--- config.mk ---
export PLATFORM = sky130hd
export DESIGN_NAME = equal_cmp_stage
export DESIGN_NICKNAME = d
export VERILOG_FILES = /design/src/rtl/equal_chk_pkg.sv /design/src/rtl/equal_cmp_stage.sv
export SDC_FILE = /design/constraint.sdc
export NUM_CORES = 1
export LEC_CHECK = 0
export CAP_MARGIN = 30
export CORE_ASPECT_RATIO = 1.2
export CORE_MARGIN = 2
export CORE_UTILIZATION = 24
export DETAILED_ROUTE_END_ITERATION = 16
export MAX_ROUTING_LAYER = met4
export PLACE_DENSITY_LB_ADDON = 0.12
export SYNTH_ARGS = -nofsm -noshare
export SYNTH_HDL_FRONTEND = slang
export SYNTH_SLANG_ARGS = --single-unit
--- constraint.sdc ---
create_clock -name clk -period 1 [get_ports clk]
set_clock_uncertainty 0.1 [all_clocks]
set_input_delay 0.15 -clock clk [delete_from_list [all_inputs] [get_ports clk]]
set_output_delay 0.15 -clock clk [all_outputs]
set_load 0.05 [all_outputs]
--- src/rtl/equal_chk_pkg.sv ---
// Shared types and helpers for the equal_burst_checker block.
package equal_chk_pkg;

  typedef enum logic [1:0] {
    IDLE  = 2'd0,
    RUN   = 2'd1,
    DRAIN = 2'd2,
    DONE  = 2'd3
  } state_t;

  localparam int DEF_CNT_W = 16;
  localparam logic [DEF_CNT_W-1:0] NO_IDX = '1;

  // Increment that sticks at max_v instead of wrapping.
  function automatic logic [31:0] sat_inc(input logic [31:0] v, input logic [31:0] max_v);
    return (v >= max_v) ? v : v + 32'd1;
  endfunction

endpackage

--- src/rtl/equal_cmp_stage.sv ---
// Registered full-width comparator: captures (a == b) and the word index on each transfer.
// Optional diff mask output when EQUAL_BURST_CHECKER_DIFF_MASK_EN is defined.
module equal_cmp_stage
  import equal_chk_pkg::*;
#(
  parameter int WIDTH = 64,
  parameter int CNT_W = DEF_CNT_W
) (
  input  logic             clk,
  input  logic             rst,
  input  logic             xfer_i,
  input  logic [WIDTH-1:0] a_i,
  input  logic [WIDTH-1:0] b_i,
  input  logic [CNT_W-1:0] idx_i,
  output logic             vld_o,
  output logic             eq_o,
  output logic [CNT_W-1:0] idx_o
`ifdef EQUAL_BURST_CHECKER_DIFF_MASK_EN
  ,
  output logic [WIDTH-1:0] diff_o
`endif
);

  logic             vld_q;
  logic             eq_q;
  logic [CNT_W-1:0] idx_q;

  always_ff @(posedge clk) begin
    if (rst) begin
      vld_q <= 1'b0;
      eq_q  <= 1'b1;
      idx_q <= '0;
    end else begin
      vld_q <= xfer_i;
      if (xfer_i) begin
        eq_q  <= (a_i == b_i);
        idx_q <= idx_i;
      end
    end
  end

`ifdef EQUAL_BURST_CHECKER_DIFF_MASK_EN
  logic [WIDTH-1:0] diff_q;

  always_ff @(posedge clk) begin
    if (rst) begin
      diff_q <= '0;
    end else if (xfer_i) begin
      diff_q <= a_i ^ b_i;
    end
  end

  assign diff_o = diff_q;
`endif

  assign vld_o = vld_q;
  assign eq_o  = eq_q;
  assign idx_o = idx_q;

endmodule

==> results.json <==
{
  "status": "complete, but fails checks",
  "violations": "negative setup slack",
  "peakVddDrop_mv": 0.350,
  "dieHeight_um": 85.9,
  "ys_seq_elements": 18,
  "p_total_w": 0.00261,
  "reg2reg_depth": 2,
  "vias_per_cell": 4.42,
  "row_count": 29,
  "timing.final.crit_share_pct": 106,
  "placed_cells": 377,
  "fin_nets": 467,
  "hp-class": "in -> reg",
  "clk_pin_slew_ns": 0.07,
  "fill_cells": 501,
  "hold_viol": 0,
  "worstPathArrival_ns": 1.14,
  "layout_common_cells": "50 x buf_2, 37 x xnor2_1, 26 x clkbuf_2, 25 x dlygate4sd2_1, 19 x buf_12",
  "vias": 1685,
  "yosysSeqAreaShare_pct": 26.9,
  "worstPathRequired_ns": 1.08,
  "path_class": "in -> reg",
  "clk_path_buf_depth": 2,
  "synthToLayoutAreaGrowth_pct": 133,
  "dp_hpwl_um": 4730,
  "setup_viol": 2,
  "fin_ws_ns": -0.0599,
  "ys.warnings.count": 0,
  "drv_slew": 0,
  "postCtsSetupBuffers": 0,
  "total_leakage_power_nw": 1.43,
  "min_period_ns": 1.06,
  "port_buffers": 164,
  "met1_length_um": 2110,
  "cts_sinks": 18,
  "dr_wl_met2_um": 2800,
  "wl_um": 5440,
  "insertion_delay_ns": 0.25,
  "dr.pass1.iters": 2,
  "cp-end-kind": "flip-flop",
  "finalNonFillerCells": 381,
  "numCtsBuffers": 3,
  "ant_nets": 0,
  "crit_path_start_kind": "primary input",
  "final_common_cell": "buf_2",
  "core_area_sq_um": 5330,
  "post_synth.cell_area_avg_sq_um": 8.94,
  "grt_pass1_vias": 1804,
  "fmax_mhz": 943,
  "drc": 0,
  "clockRootBuffer": "clkbuf_8",
  "start_util_pct": 25.1,
  "dieWidth_um": 72.2,
  "postSynthNetCount": 297,
  "place.gp.congestion": 0.745,
  "die_area_sq_um": 6210,
  "cts_tree": "yes",
  "antenna_cells": 0,
  "relSlewSlack_pct": 82.7,
  "ios": 165,
  "track_usage_pct": 17.6,
  "powerDensity_nw_per_um2": 835,
  "hold_slack_ns": 0.242,
  "worst_pin_slew_ns": 0.258,
  "hold_depth": 6,
  "cp_max_fo": 1,
  "grt_max_degree": 14,
  "top_layer": "met4",
  "cts_hold_buf": 0,
  "htree_levels": 1,
  "detail_route.wl_per_cell_um": 14.3,
  "antenna_found_initial": 0,
  "dr.first_iter.drc_count": 37,
  "grt_pass1_wl_um": 8220,
  "syn_area_sq_um": 1340,
  "synth_cells": 150,
  "regArea_sq_um": 382,
  "drive_gt1_share_pct": 50.5,
  "grt.overflow.total": 0,
  "rsz0062_at_grt": "yes",
  "met3RoutedLength_um": 449,
  "synth_cell_type_count": 24,
  "cap_violations": 0,
  "multi_input_area_sq_um": 1110
}
## routing by layer
metal	vias up	GRT usage [%]
met5	-	-
met1	730	21.2
li1	847	-
met3	8	3.29
met2	100	29.9
met4	0	4.29
## power breakdown
| part | total [W] | internal, W | switching [W] |
|---|---|---|---|
| Clock | 0.000581 | 0.000349 | 0.000232 |
| Sequential | 0.000813 | 0.000769 | 0.0000431 |
| Combinational | 0.00122 | 0.000731 | 0.000488 |
## Yosys cell counts, drive strengths merged
library cell / instances / area share, %
a21oi: 1 / 0.37
a22o: 1 / 0.65
nor2: 17 / 4.8
a2111oi: 1 / 0.75
clkbuf: 2 / 0.56
nand3: 1 / 0.37
o2bb2ai: 1 / 0.65
nor4: 4 / 2.3
mux2i: 16 / 12
xor2: 6 / 3.9
o221ai: 1 / 0.65
xnor2: 52 / 34
dfxtp: 18 / 27
o21ai: 2 / 0.75
a22oi: 1 / 0.56
nand2: 1 / 0.28
nor3: 1 / 0.37
buf: 2 / 1.1
inv: 7 / 2.0
o22ai: 1 / 0.47
nand4: 13 / 6.1
nor4b: 1 / 0.65
## final timing paths
check | from | slack [ns] | endpoint
min reg2reg | idx_o[8] | 0.42 | idx_o[8]
max | a_i[41] | -0.06 | eq_o
max reg2reg | eq_o | 0.21 | eq_o
min | a_i[47] | 0.24 | eq_o
## cell families after synthesis
logic type / synth area share (%)
AOI/OAI and AO/OA: 4.85
xor gates and xnor gates: 37.9
buffers and inverters: 3.64
DFF: 26.9
muxes: 11.9
and+or+nand+nor: 14.8
## registers in the layout (all words and copies together) (netlist names)
name   flops
vld_o      1
idx_o     16
eq_o       1
## critical path, cell delays in order
cell     delay (ns)
buf_2          0.12
xnor2_2        0.16
nand4_1        0.14
nor4_2         0.33
nand3_1        0.10
o21ai_1        0.14
## repair_timing
| action | CTS | global route |
|---|---|---|
| endpoints found under the setup margin | 35 | 18 |
| pin swaps | 80 | 29 |
| gates resized for setup | 358 | 51 |
## final cells by class
| type | instances | area share (%) |
|---|---|---|
| Tap cell | 62 | 2.48 |
| Timing Repair Buffer | 169 | 47.2 |
| Inverter | 7 | 0.840 |
| Multi-Input combinational cell | 121 | 35.5 |
| Sequential cell | 18 | 12.2 |
| Clock buffer | 4 | 1.76 |
## through the flow
step / setup WS (ns) / TNS, ns / instance area (sq um) / utilization, %
2_1_floorplan: -0.0131 / -0.0131 / 1350 / -
3_3_place_gp: -0.705 / -6.24 / 3280 / 61.5
3_5_place_dp: -0.734 / -6.28 / 3280 / 61.5
4_1_cts: -0.0609 / -0.123 / 3180 / 59.6
5_1_grt: -0.140 / -0.480 / 3130 / 58.6
6_report: -0.0599 / -0.102 / 3130 / 58.6
Note: power is estimated with default switching activity, not from simulation.
